===== config.mk =====
export PLATFORM = sky130hd
export DESIGN_NAME = imem_loader_flat
export DESIGN_NICKNAME = d
export VERILOG_FILES = /design/src/rtl/imem_loader_pkg.sv /design/src/rtl/imem_loader_if.sv /design/src/rtl/imem_loader_encoder.sv /design/src/rtl/imem_loader.sv /design/src/flat_wrapper.sv
export SDC_FILE = /design/constraint.sdc
export NUM_CORES = 1
export LEC_CHECK = 0
export BUFFER_PORTS_ARGS = -buffer_cell sky130_fd_sc_hd__buf_4
export CAP_MARGIN = 30
export CORE_UTILIZATION = 40
export DETAILED_ROUTE_END_ITERATION = 12
export GPL_ROUTABILITY_DRIVEN = 1
export PLACE_DENSITY = 0.74
export SYNTH_ARGS = -nofsm -noshare
export SYNTH_HDL_FRONTEND = slang
export SYNTH_SLANG_ARGS = --single-unit

===== constraint.sdc =====
create_clock -name clk -period 4.22 [get_ports clk]
set_clock_uncertainty 0.1 [all_clocks]
set_input_delay 0.844 -clock clk [delete_from_list [all_inputs] [get_ports clk]]
set_output_delay 0.844 -clock clk [all_outputs]
set_load 0.01 [all_outputs]

===== src/rtl/imem_loader_pkg.sv =====
// ARM ISA constants shared by the instruction-memory loader and its encoder.
// Op encodings, data-processing cmds, loader FSM states, cmd class helpers.
package arm_isa_pkg;

  localparam logic [1:0] OP_DP  = 2'b00;
  localparam logic [1:0] OP_MEM = 2'b01;
  localparam logic [1:0] OP_BR  = 2'b10;

  localparam logic [3:0] CMD_AND = 4'b0000;
  localparam logic [3:0] CMD_EOR = 4'b0001;
  localparam logic [3:0] CMD_SUB = 4'b0010;
  localparam logic [3:0] CMD_ADD = 4'b0100;
  localparam logic [3:0] CMD_TST = 4'b1000;
  localparam logic [3:0] CMD_TEQ = 4'b1001;
  localparam logic [3:0] CMD_CMP = 4'b1010;
  localparam logic [3:0] CMD_CMN = 4'b1011;
  localparam logic [3:0] CMD_ORR = 4'b1100;
  localparam logic [3:0] CMD_MOV = 4'b1101;

  localparam logic [3:0] COND_AL = 4'hE;

  // Branch funct bits 25:24: I=1, L=0
  localparam logic [1:0] BR_FUNCT = 2'b10;

  typedef enum logic [1:0] {
    S_IDLE,
    S_LOAD,
    S_DONE
  } loader_state_e;

  function automatic logic is_cmp(
    input logic [3:0] cmd
  );
    return cmd inside {CMD_TST, CMD_TEQ,
                       CMD_CMP, CMD_CMN};
  endfunction

  function automatic logic dp_cmd_ok(
    input logic [3:0] cmd
  );
    return cmd inside {CMD_AND, CMD_EOR,
                       CMD_SUB, CMD_ADD,
                       CMD_TST, CMD_TEQ,
                       CMD_CMP, CMD_CMN,
                       CMD_ORR, CMD_MOV};
  endfunction

endpackage


===== src/rtl/imem_loader_if.sv =====
// Field-beat stream from the boot host into the loader.
// Master drives fields/valid/last, slave returns ready.
interface imem_loader_if;

  logic        in_valid;
  logic        in_ready;
  logic        in_last;
  logic [3:0]  in_cond;
  logic [1:0]  in_op;
  logic [5:0]  in_funct;
  logic [3:0]  in_rn;
  logic [3:0]  in_rd;
  logic [11:0] in_src2;
  logic [23:0] in_imm24;

  modport master (
    output in_valid,
    output in_last,
    output in_cond,
    output in_op,
    output in_funct,
    output in_rn,
    output in_rd,
    output in_src2,
    output in_imm24,
    input  in_ready
  );

  modport slave (
    input  in_valid,
    input  in_last,
    input  in_cond,
    input  in_op,
    input  in_funct,
    input  in_rn,
    input  in_rd,
    input  in_src2,
    input  in_imm24,
    output in_ready
  );

endinterface


===== src/rtl/imem_loader_encoder.sv =====
// Combinational fields -> 32-bit ARM word plus legality flag.
// Legality checks exist only when IMEM_LOADER_CHECK_EN is defined.
module imem_encoder
  import arm_isa_pkg::*;
(
  input  logic [3:0]  cond,
  input  logic [1:0]  op,
  input  logic [5:0]  funct,
  input  logic [3:0]  rn,
  input  logic [3:0]  rd,
  input  logic [11:0] src2,
  input  logic [23:0] imm24,
  output logic [31:0] word,
  output logic        legal
);

  logic [3:0] cmd;
  logic [3:0] rn_enc;

  assign cmd = funct[4:1];

  // MOV has no first operand; keep its Rn field clean
  assign rn_enc = (op == OP_DP && cmd == CMD_MOV)
                ? 4'h0 : rn;

  always_comb begin
    word = {cond, op, funct, rn_enc, rd, src2};
    if (op == OP_BR) begin
      word = {cond, OP_BR, BR_FUNCT, imm24};
    end
  end

`ifdef IMEM_LOADER_CHECK_EN
  always_comb begin
    legal = 1'b0;
    unique case (1'b1)
      op == OP_MEM,
      op == OP_BR: legal = 1'b1;
      op == OP_DP: legal = dp_cmd_ok(cmd) &&
                   !(is_cmp(cmd) && !funct[0]);
      default:     legal = 1'b0;
    endcase
  end
`else
  assign legal = 1'b1;
`endif

endmodule


===== src/rtl/imem_loader.sv =====
// Streams encoded ARM words into instruction memory while the core idles.
// IMEM_LOADER_CHECK_EN enables dropping of illegal beats with err reporting.
module imem_loader
  import arm_isa_pkg::*;
#(
  parameter int unsigned DEPTH = 64,
  parameter logic [31:0] BASE  = 32'h0000_0000
) (
  input  logic                    clk,
  input  logic                    reset,
  input  logic                    start,
  imem_loader_if.slave            in_if,
  output logic                    mem_we,
  output logic [31:0]             mem_addr,
  output logic [31:0]             mem_wdata,
  output logic                    busy,
  output logic                    done,
  output logic                    full,
  output logic                    err,
  output logic                    err_sticky,
  output logic [$clog2(DEPTH):0]  word_count
);

  localparam int AW = $clog2(DEPTH);
  localparam int CW = AW + 1;
  localparam logic [CW-1:0] LAST_WC = CW'(DEPTH - 1);

  loader_state_e state;
  loader_state_e state_n;

  logic        accept;
  logic        wr;
  logic        last_wr;
  logic        restart;
  logic        legal;
  logic [31:0] word;
  logic [31:0] wr_addr;

  imem_encoder u_enc (
    .cond  (in_if.in_cond),
    .op    (in_if.in_op),
    .funct (in_if.in_funct),
    .rn    (in_if.in_rn),
    .rd    (in_if.in_rd),
    .src2  (in_if.in_src2),
    .imm24 (in_if.in_imm24),
    .word  (word),
    .legal (legal)
  );

  assign busy  = (state == S_LOAD);
  assign done  = (state == S_DONE);
  assign in_if.in_ready = busy && !full;

  assign accept  = in_if.in_valid && in_if.in_ready;
  assign wr      = accept && legal;
  assign last_wr = wr && (word_count == LAST_WC);
  assign restart = start && (state != S_LOAD);

  // Word index modulo DEPTH, scaled to bytes
  assign wr_addr = BASE + {{(30-AW){1'b0}},
                           word_count[AW-1:0],
                           2'b00};

  always_ff @(posedge clk or negedge reset) begin
    if (!reset) begin
      state <= S_IDLE;
    end else begin
      state <= state_n;
    end
  end

  always_comb begin
    state_n = state;
    unique case (state)
      S_LOAD: begin
        if (accept && (in_if.in_last || last_wr)) begin
          state_n = S_DONE;
        end
      end
      default: begin
        if (start) begin
          state_n = S_LOAD;
        end
      end
    endcase
  end

  always_ff @(posedge clk or negedge reset) begin
    if (!reset) begin
      mem_we     <= 1'b0;
      mem_addr   <= BASE;
      mem_wdata  <= '0;
      full       <= 1'b0;
      word_count <= '0;
    end else begin
      mem_we <= wr;
      if (restart) begin
        mem_addr   <= BASE;
        full       <= 1'b0;
        word_count <= '0;
      end else if (wr) begin
        mem_addr   <= wr_addr;
        mem_wdata  <= word;
        word_count <= word_count + CW'(1);
        if (last_wr) begin
          full <= 1'b1;
        end
      end
    end
  end

`ifdef IMEM_LOADER_CHECK_EN
  logic drop;

  assign drop = accept && !legal;

  always_ff @(posedge clk or negedge reset) begin
    if (!reset) begin
      err        <= 1'b0;
      err_sticky <= 1'b0;
    end else begin
      err <= drop;
      if (restart) begin
        err_sticky <= 1'b0;
      end else if (drop) begin
        err_sticky <= 1'b1;
      end
    end
  end
`else
  assign err        = 1'b0;
  assign err_sticky = 1'b0;
`endif

endmodule


===== src/flat_wrapper.sv =====
// flat-port wrapper written by rule: the top's interface ports become plain ports
module imem_loader_flat import arm_isa_pkg::*;
#(
  parameter int unsigned DEPTH = 64,
  parameter logic [31:0] BASE  = 32'h0000_0000
)
  (clk, reset, start, mem_we, mem_addr, mem_wdata, busy, done, full, err, err_sticky, word_count, in_if_in_valid, in_if_in_last, in_if_in_cond, in_if_in_op, in_if_in_funct, in_if_in_rn, in_if_in_rd, in_if_in_src2, in_if_in_imm24, in_if_in_ready);
  imem_loader_if in_if_i ();
  input  logic clk;
  input  logic reset;
  input  logic start;
  output logic mem_we;
  output logic [31:0] mem_addr;
  output logic [31:0] mem_wdata;
  output logic busy;
  output logic done;
  output logic full;
  output logic err;
  output logic err_sticky;
  output logic [$clog2(DEPTH):0] word_count;
  input wire logic [$bits(in_if_i.in_valid)-1:0] in_if_in_valid;
  input wire logic [$bits(in_if_i.in_last)-1:0] in_if_in_last;
  input wire logic [$bits(in_if_i.in_cond)-1:0] in_if_in_cond;
  input wire logic [$bits(in_if_i.in_op)-1:0] in_if_in_op;
  input wire logic [$bits(in_if_i.in_funct)-1:0] in_if_in_funct;
  input wire logic [$bits(in_if_i.in_rn)-1:0] in_if_in_rn;
  input wire logic [$bits(in_if_i.in_rd)-1:0] in_if_in_rd;
  input wire logic [$bits(in_if_i.in_src2)-1:0] in_if_in_src2;
  input wire logic [$bits(in_if_i.in_imm24)-1:0] in_if_in_imm24;
  output wire logic [$bits(in_if_i.in_ready)-1:0] in_if_in_ready;
  assign in_if_i.in_valid = in_if_in_valid;
  assign in_if_i.in_last = in_if_in_last;
  assign in_if_i.in_cond = in_if_in_cond;
  assign in_if_i.in_op = in_if_in_op;
  assign in_if_i.in_funct = in_if_in_funct;
  assign in_if_i.in_rn = in_if_in_rn;
  assign in_if_i.in_rd = in_if_in_rd;
  assign in_if_i.in_src2 = in_if_in_src2;
  assign in_if_i.in_imm24 = in_if_in_imm24;
  assign in_if_in_ready = in_if_i.in_ready;
  imem_loader #(.DEPTH(DEPTH), .BASE(BASE)) u_core (.clk(clk), .reset(reset), .start(start), .in_if(in_if_i), .mem_we(mem_we), .mem_addr(mem_addr), .mem_wdata(mem_wdata), .busy(busy), .done(done), .full(full), .err(err), .err_sticky(err_sticky), .word_count(word_count));
endmodule

==> flow_metrics.tcl, run 1 <==
set metrics [dict create \
    cts.sinks 49 \
    numCtsBuffers 5 \
    crit_slowest_cell "dfrtp_1" \
    grt_pass1_vias 2002 \
    rsz0062_at_grt "false" \
    critPathLaunchType "flop" \
    ant_nets 0 \
    cp_cell_sequence "nand2b_1, inv_1, buf_4" \
    hold_path_class "flop to flop" \
    tns_ns 0 \
    tritoncts "built" \
    vdd_drop_max_v 0.000197 \
    syn_area_sq_mm 0.00241 \
    vias_per_cell 4.76 \
    yosys.area.top_type_share_pct 50.9 \
    cap_viol_max_count 0 \
    first_pass_iters 4 \
    drv_slew 0 \
    yosysWarnings 0 \
    fin_ws_ns 2.05 \
    antenna_found_initial 0 \
    synth_seq_area_share_pct 50.9 \
    seqPwrFrac_pct 44.8 \
    leakagePower_nw 1.70 \
    p_int_mw 1.01 \
    cp_slowest_stage_delay_ns 0.41 \
    post-route-period-util_pct 51.3 \
    synthToLayoutAreaGrowth_pct 36.4 \
    p_sw_share_pct 32.2 \
    synth_top_flop_cell "dfrtp_1" \
    post-cts-setup-buffers 0 \
    core_sq_mm 0.00564 \
    status "finished, final reports clean" \
    drtIter0Drc 113 \
    instances_no_fill 425 \
    grt_overflow_total 0 \
    ys_types 31 \
    cts_buffer_depth 2 \
    max-slew-margin-rel_pct 53.3 \
    end_kind "output port" \
    critical_path_class "flop to output port" \
    grt_max_degree 64 \
    start_util_pct 42.7 \
    gp_congestion 0.782 \
    dp_hpwl_um 4050 \
    p_per_area_mw_per_mm2 455 \
    placed_cell_area_sq_mm 0.00318 \
    num_io_pins 139 \
    die_h_um 79.6 \
    min_path_cells 2 \
    clkSlewWorstSetupHoldPaths_ns 0.09 \
    finalSetupViolCount 0 \
    cts_root_buf "clkbuf_8" \
    routed_wl_um 5470 \
    final_cell_area_sq_mm 0.00328 \
    synth_commonest_cells "nand2_1 (54), dfrtp_1 (49), buf_4 (30)" \
    dpl.cell_count 418 \
    syn-instance-count 247 \
    nNetsFinal 415 \
    ctsHoldBuffers 0 \
    drive_gt1_share_pct 34.3 \
    clk_latency_ns 0.29 \
    critical_path_required_ns 3.28 \
    layout_min_cycle_time_ns 2.17 \
    fin_util_pct 58.2 \
    wl_per_cell_um 12.9 \
    diodes 0 \
    grt_pass1_wl_um 8930 \
    hold_viol 0 \
    post_cts_resized 0 \
    vias 2025 \
    cp_max_fo 5 \
    synth_top_area_cell "dfrtp_1" \
    grt_use_total_pct 18.0 \
    htree_levels 2 \
    syn_avg_cell_area_sq_um 9.75 \
    r2r_cells 4 \
    post-synth-top-count-cell "nand2_1" \
    port_buffers 110 \
    tightest_slew_ns 0.697 \
    dp_slack_ns 1.84 \
    synth_edf_count 0 \
    cp_data_arrival_time_ns 1.22 \
    max_freq_mhz 462 \
    ys_async_sr_fraction_pct 100 \
    ys_seq_elements 49 \
    die_area_sq_mm 0.00633 \
    yosys-top-cells-area "dfrtp_1 (51%), mux2i_1 (9.6%), buf_4 (9.4%)" \
    p_clk_share_pct 21.4 \
    combPwrFrac_pct 33.8 \
    die_w_um 79.6 \
    std_cell_rows 27 \
    drc_errors 0 \
    p_switching_mw 0.481 \
]
==> per-stage QoR <==
stage	hold slack [ns]	total power, mW
global route	0.406	1.60
global placement	0.358	1.17
finish	0.379	1.49
CTS	0.386	1.51
floorplan	0.376	0.919
detailed placement	0.366	1.19
==> routing by layer <==
layer	vias up	wire length, um	part of all wire, %	global-route usage (%)
met3	2	366	6.7	4.23
met2	80	2780	51	32.5
met1	946	2310	42	21.3
li1	997	-	-	-
met5	-	0	0	0
met4	0	8	0.15	4.55
==> sequential cells by signal (all words and copies together) (netlist names) <==
name	cells
u_core.full	1
u_core.word_count	7
u_core.mem_we	1
u_core.state	2
u_core.mem_wdata	32
u_core.mem_addr	6
==> kinds of logic after synthesis <==
kind of cell,share of synthesized area (%)
multiplexers,9.56
other,0.156
adder cells (fa/ha/maj),0.520
buffers and inverters,11.6
flip-flops,50.9
AO/OA/AOI/OAI,12.7
AND/OR/NAND/NOR,14.6
==> final cells by class <==
cell class,instances,area [sq um]
Clock buffer,5,68.8
Clock inverter,2,35.0
Fill cell,524,2360
Inverter,3,11.3
Multi-Input combinational cell,182,1010
Sequential cell,49,1230
Tap cell,72,90.1
Timing Repair Buffer,112,841
==> final timing paths <==
path | start | to | slack (ns)
max | u_core.state[1] | busy | 2.05
min | u_core.mem_wdata[29] | u_core.mem_wdata[29] | 0.38
max reg2reg | u_core.full | u_core.word_count[5] | 2.31
min reg2reg | u_core.mem_wdata[29] | u_core.mem_wdata[29] | 0.38
max in group asynchronous | reset | u_core.mem_wdata[10] | 3.15
min in group asynchronous | reset | u_core.mem_addr[3] | 0.46
==> power by group through the flow <==
| stage | registers [mW] | clock network [mW] | logic (mW) |
|---|---|---|---|
| 2_1_floorplan | 0.721 | 0 | 0.198 |
| 3_3_place_gp | 0.674 | 0 | 0.501 |
| 3_5_place_dp | 0.680 | 0 | 0.511 |
| 4_1_cts | 0.671 | 0.330 | 0.510 |
| 5_1_grt | 0.688 | 0.349 | 0.559 |
| 6_report | 0.670 | 0.320 | 0.504 |
==> cells in the final DEF (no fill, tap or decap), types with 2 or more instances in the layout <==
master and instances:
buf_4 112, nand2_1 54, dfrtp_1 49, conb_1 28
o21ai_0 24, mux2i_1 23, a21oi_1 13, nor2_1 7
nand3b_1 5, clkbuf_8 5, a221oi_1 4, a31oi_1 3
nand2b_1 2, inv_1 2, nor2b_1 2, nand3_1 2
a21o_1 2, a22o_1 2
==> critical path, delay by kind of cell (launching register included) <==
| family | cells | cell delay, ns |
|---|---|---|
| buf+inv | 2 | 0.30 |
| flops | 1 | 0.41 |
| simple gates | 1 | 0.22 |
(Power assumes the default switching activity.)
==> run 2: changes to the inputs <==
--- a/config.mk
+++ b/config.mk
@@ -10,7 +10,7 @@
 export CORE_UTILIZATION = 40
 export DETAILED_ROUTE_END_ITERATION = 12
 export GPL_ROUTABILITY_DRIVEN = 1
-export PLACE_DENSITY = 0.74
+export PLACE_DENSITY = 0.77
 export SYNTH_ARGS = -nofsm -noshare
 export SYNTH_HDL_FRONTEND = slang
 export SYNTH_SLANG_ARGS = --single-unit
==> constraint.sdc (replaced) <==
create_clock -name clk -period 1.93 [get_ports clk]
set_clock_uncertainty 0.1 [all_clocks]
set_input_delay 0.386 -clock clk [delete_from_list [all_inputs] [get_ports clk]]
set_output_delay 0.386 -clock clk [all_outputs]
set_load 0.01 [all_outputs]
==> run 2 against run 1 <==
  * Register-to-register slack worse by 2.1 ns
  * Critical path depth stayed put
  * The flow now finishes with violations (hold timing)
  * Total power is 120% higher
  * Via count is 1.2% higher
==> flow_metrics.tcl, run 2 (synthesis gave the netlist of run 1 again) <==
set metrics [dict create \
    status "finished, violations left" \
    violations "hold timing" \
    r2r_start "u_core.full" \
    std_cell_rows 27 \
    diodes 0 \
    gp_congestion 0.801 \
    p_sw_share_pct 32.4 \
    cts.sinks 49 \
    dpl.cell_count 420 \
    fill_cells 508 \
    tns_ns 0 \
    cp_data_arrival_time_ns 1.24 \
    post_cts_resized 0 \
    tightest_slew_ns 0.614 \
    htree_levels 2 \
    p_per_area_mw_per_mm2 992 \
    wl_per_cell_um 13.0 \
    max_freq_mhz 579 \
    leakagePower_nw 1.72 \
    p_switching_mw 1.07 \
    hold_viol 11 \
    cp_cell_sequence "nand2b_1, inv_1, buf_4" \
    final_common_cell "buf_4" \
    r2r-end "u_core.mem_wdata[19]" \
    cp_slowest_stage_delay_ns 0.41 \
    ant_nets 0 \
    core_sq_mm 0.00564 \
    critical_path_required_ns 1.44 \
    cp_num_buf_inv 2 \
    clk_latency_ns 0.30 \
    grt_pass1_wl_um 8990 \
    max-slew-margin-rel_pct 59.1 \
    grt_use_total_pct 18.5 \
    p_int_mw 2.23 \
    critical_path_class "flop to output port" \
    holdWs_ns -0.0108 \
    post-cts-setup-buffers 0 \
    routed_wl_um 5550 \
    finalSetupViolCount 0 \
    cts_root_buf "clkbuf_8" \
    grt_max_degree 62 \
    tritoncts "built" \
    die_h_um 79.6 \
    drive_gt1_share_pct 34.6 \
    top_register "u_core.mem_wdata" \
    crit_family "flip-flops" \
    layout_min_cycle_time_ns 1.73 \
    cap_viol_max_count 0 \
    crit_slowest_cell "dfrtp_1" \
    ff2ff_setup_slack_ns 0.26 \
    synthToLayoutAreaGrowth_pct 38.0 \
    mostFrequentLayoutCells "buf_4 (112), nand2_1 (54), dfrtp_1 (49)" \
    ctsHoldBuffers 0 \
    drc_errors 0 \
    cp_max_fo 5 \
    port_buffers 110 \
    seqPwrFrac_pct 44.7 \
    largest_reg_flops 32 \
    hold_path_class "input port to async pin" \
    clkSlewWorstSetupHoldPaths_ns 0.08 \
    r2r_cells 5 \
    combPwrFrac_pct 34.0 \
    drtIter0Drc 146 \
    antenna_found_initial 0 \
    drv_slew 0 \
    reg_top3 "u_core.mem_wdata (32), u_core.word_count (7), u_core.mem_addr (6)" \
    numCtsBuffers 5 \
    instances_no_fill 427 \
    num_io_pins 139 \
    vias_per_cell 4.80 \
    grt_overflow_total 0 \
    post-route-period-util_pct 89.5 \
    start_util_pct 42.7 \
    vdd_drop_max_v 0.000440 \
    first_pass_iters 6 \
    vias 2050 \
    cts_buffer_depth 2 \
    p_clk_share_pct 21.3 \
    grt_pass1_vias 1949 \
    rsz0062_at_grt "false" \
    dp_hpwl_um 4160 \
    die_w_um 79.6 \
    die_area_sq_mm 0.00633 \
    critPathLaunchType "flop" \
    fin_util_pct 58.9 \
    nNetsFinal 417 \
    end_kind "output port" \
]
## run 2: cell count changes in the layout (fill, tap and decap cells not counted)
cell | previous run | this run
buf_12 | 0 | 2
## run 2: area by class of cell
type                            instances  area [sq um]  share of cell area (%)
Sequential cell                        49          1230                    36.9
Inverter                                3          11.3                   0.339
Tap cell                               72          90.1                    2.71
Clock inverter                          2          35.0                    1.05
Multi-Input combinational cell        182          1010                    30.4
Clock buffer                            5          68.8                    2.07
Timing Repair Buffer                  114           881                    26.5
## run 2: worst reg2reg max path, cell delays in order (launching register included)
cell and delay [ns]:
dfrtp_1 0.39, nand4bb_2 0.22, clkinv_1 0.35, buf_4 0.32
nor2_1 0.11, a21oi_1 0.05
## run 2: how the worst max path moves through the flow
stage,start,slack [ns],cells after the start,endpoint
floorplan,u_core.full,0.37,4,u_core.word_count[5]
global placement,in_if_in_valid,0.27,6,u_core.mem_wdata[25]
detailed placement,in_if_in_valid,0.23,6,u_core.mem_wdata[19]
CTS,u_core.state[1],0.21,3,busy
global route,u_core.full,0.07,5,u_core.mem_wdata[19]
finish,u_core.state[1],0.20,3,busy
## run 2: power by group through the flow
| stage | registers, mW | logic [mW] | clock network (mW) |
|---|---|---|---|
| floorplan | 1.58 | 0.432 | 0 |
| global placement | 1.48 | 1.11 | 0 |
| detailed placement | 1.49 | 1.14 | 0 |
| CTS | 1.47 | 1.14 | 0.720 |
| global route | 1.51 | 1.24 | 0.763 |
| finish | 1.47 | 1.12 | 0.703 |
## run 2: metal layers
metal / global-route usage, % / wire length, um
met1: 21.6 / 2230
met3: 4.46 / 427
met2: 31.3 / 2740
met4: 9.27 / 143
met5: 0 / 0
## run 2: through the flow
| step | total power, mW | setup slack, ns | area, sq um |
|---|---|---|---|
| final | 3.30 | 0.202 | 3320 |
| after global routing | 3.51 | 0.0702 | 3320 |
| after CTS | 3.33 | 0.210 | 3320 |
| after detailed placement | 2.63 | 0.230 | 3220 |
| after global placement | 2.59 | 0.270 | 3220 |
| after floorplan | 2.01 | 0.375 | 2510 |
==> run 3: changes to the inputs <==
--- a/config.mk
+++ b/config.mk
@@ -14,3 +14,4 @@
 export SYNTH_ARGS = -nofsm -noshare
 export SYNTH_HDL_FRONTEND = slang
 export SYNTH_SLANG_ARGS = --single-unit
+export TNS_END_PERCENT = 5
==> constraint.sdc (replaced) <==
create_clock -name clk -period 1.93 [get_ports clk]
set_clock_uncertainty 0.1 [all_clocks]
set_input_delay 0 -clock clk [delete_from_list [all_inputs] [get_ports clk]]
set_output_delay 0 -clock clk [all_outputs]
set_load 0.01 [all_outputs]
==> run 3 against run 2 <==
  * The flow now finishes without violations
  * Cell count up 15%
  * Non-clock buffer count is 61 higher
  * First-iteration DRC count shrank 18%
  * Maximum frequency is 6.1% lower
  * Wire length is 24% higher
  * Via count up 15%
  * Sequential share of layout area shrank 5.7 points
  * Clock power shrank 11%
  * Die area stayed put
  * Critical endpoint is now u_core.mem_wdata[13]
  * Largest cell class is now buffers
  * Highest routed layer unchanged
==> flow_metrics.tcl, run 3 (synthesis gave the netlist of run 1 again) <==
set metrics [dict create \
    status "finished, final reports clean" \
    layout_min_cycle_time_ns 1.84 \
    tightest_slew_ns 0.601 \
    drv_slew 0 \
    grt_pass1_wl_um 10700 \
    std_cell_rows 27 \
    clk_latency_ns 0.30 \
    vias 2351 \
    drc_errors 0 \
    nNetsFinal 478 \
    post-cts-setup-buffers 0 \
    finalSetupViolCount 0 \
    vias_per_cell 4.81 \
    port_buffers 110 \
    tritoncts "built" \
    vdd_drop_max_v 0.000407 \
    p_switching_mw 1.12 \
    diodes 0 \
    synthToLayoutAreaGrowth_pct 63.3 \
    final_common_cell "buf_4" \
    critical_path_required_ns 2.01 \
    fill_cells 425 \
    crit_family "buffers and inverters" \
    critPathLaunchType "input port" \
    num_io_pins 139 \
    cp_cell_sequence "dlygate4sd3_1, buf_4, nor2b_4, buf_12, mux2i_1, dlygate4sd3_1, o21ai_0" \
    first_pass_iters 4 \
    die_w_um 79.6 \
    p_clk_share_pct 18.7 \
    max-slew-margin-rel_pct 59.9 \
    multi_input_area_sq_mm 0.00102 \
    top_register "u_core.mem_wdata" \
    grt_use_total_pct 22.1 \
    leakagePower_nw 1.97 \
    cp_slowest_stage_delay_ns 0.57 \
    clkSlewWorstSetupHoldPaths_ns 0.09 \
    largest_reg_flops 32 \
    die_area_sq_mm 0.00633 \
    post-route-period-util_pct 95.4 \
    register_area_sq_mm 0.00123 \
    cp_num_buf_inv 4 \
    die_h_um 79.6 \
    hold_path_class "input port to flop" \
    p_int_mw 2.23 \
    htree_levels 2 \
    combPwrFrac_pct 37.3 \
    cap_viol_max_count 0 \
    reg_top3 "u_core.mem_wdata (32), u_core.word_count (7), u_core.mem_addr (6)" \
    routed_wl_um 6890 \
    cp_data_arrival_time_ns 1.92 \
    mostFrequentLayoutCells "buf_4 (114), dlygate4sd3_1 (59), nand2_1 (54)" \
    start_util_pct 42.7 \
    critical_path_class "input port to flop" \
    grt_max_degree 50 \
    worst_path_most_repeated_cell "dlygate4sd3_1" \
    drive_gt1_share_pct 30.2 \
    max_freq_mhz 543 \
    numCtsBuffers 5 \
    grt_overflow_total 0 \
    ant_nets 0 \
    hold_viol 0 \
    wl_per_cell_um 14.1 \
    p_per_area_mw_per_mm2 852 \
    dp_slack_ns 0.303 \
    cp_max_fo 11 \
    grt_pass1_vias 2359 \
    power_mw 3.35 \
    crit_slowest_cell "dlygate4sd3_1" \
    fin_ws_ns 0.0892 \
    core_sq_mm 0.00564 \
    cts_buffer_depth 2 \
    gp_congestion 0.782 \
    drtIter0Drc 119 \
    p_sw_share_pct 33.5 \
    cts_root_buf "clkbuf_8" \
    end_kind "flop" \
    seqPwrFrac_pct 44.0 \
    dp_hpwl_um 4240 \
    antenna_found_initial 0 \
    cts.sinks 49 \
]
## run 3: power groups by stage
stage / Sequential (mW) / Clock [mW] / Combinational (mW)
CTS: 1.47 / 0.645 / 1.23
finish: 1.47 / 0.627 / 1.25
global placement: 1.48 / 0 / 1.10
global route: 1.51 / 0.679 / 1.37
floorplan: 1.58 / 0 / 0.432
detailed placement: 1.48 / 0 / 1.13
## run 3: area by class of cell
class	count	area share (%)
inverter	3	0.286
sequential	49	31.2
tap	72	2.29
clock buffer	6	2.10
clock inverter	2	0.350
multi-input combinational	182	25.8
timing repair buffer	175	37.9
## run 3: path summary, 6_finish.rpt
kind / cells after the start / to / slack, ns / startpoint
max in group asynchronous: 2 / u_core.mem_wdata[3] / 1.17 / reset
min in group asynchronous: 2 / u_core.mem_wdata[29] / 0.15 / reset
min: 4 / u_core.word_count[5] / 0.05 / in_if_in_valid
min reg2reg: 2 / u_core.mem_wdata[24] / 0.39 / u_core.mem_wdata[24]
max reg2reg: 5 / u_core.mem_wdata[25] / 0.21 / u_core.full
max: 7 / u_core.mem_wdata[13] / 0.09 / in_if_in_op[0]
## run 3: metal layers
layer	wire length, um	part of all wire, %	GRT usage, %
met3	421	6.1	4.11
met5	0	0	0
met2	3680	53	41.7
met4	150	2.2	9.64
met1	2630	38	23.7
## run 3: what timing repair did
item	in CTS	in global routing
setup endpoints to repair	0	5
gates resized for setup	0	4
hold buffers	59	0
hold endpoints to repair	87	0
## run 3: tightest hold or removal path, delay by kind of cell
family / cells / cell delay [ns]
simple gates: 2 / 0.23
buf+inv: 1 / 0.12
compound gates: 1 / 0.06
## run 3: metrics by stage
step	cells	hold WS, ns	util (%)	instance area, sq um	setup TNS (ns)
floorplan	274	-0.396	-	2510	0
global placement	421	-0.0535	56.8	3200	0
detailed placement	421	-0.0470	56.8	3200	0
CTS	488	0.0282	68.9	3890	0
global route	489	0.0595	69.7	3930	-0.00652
finish	489	0.0471	69.7	3930	0
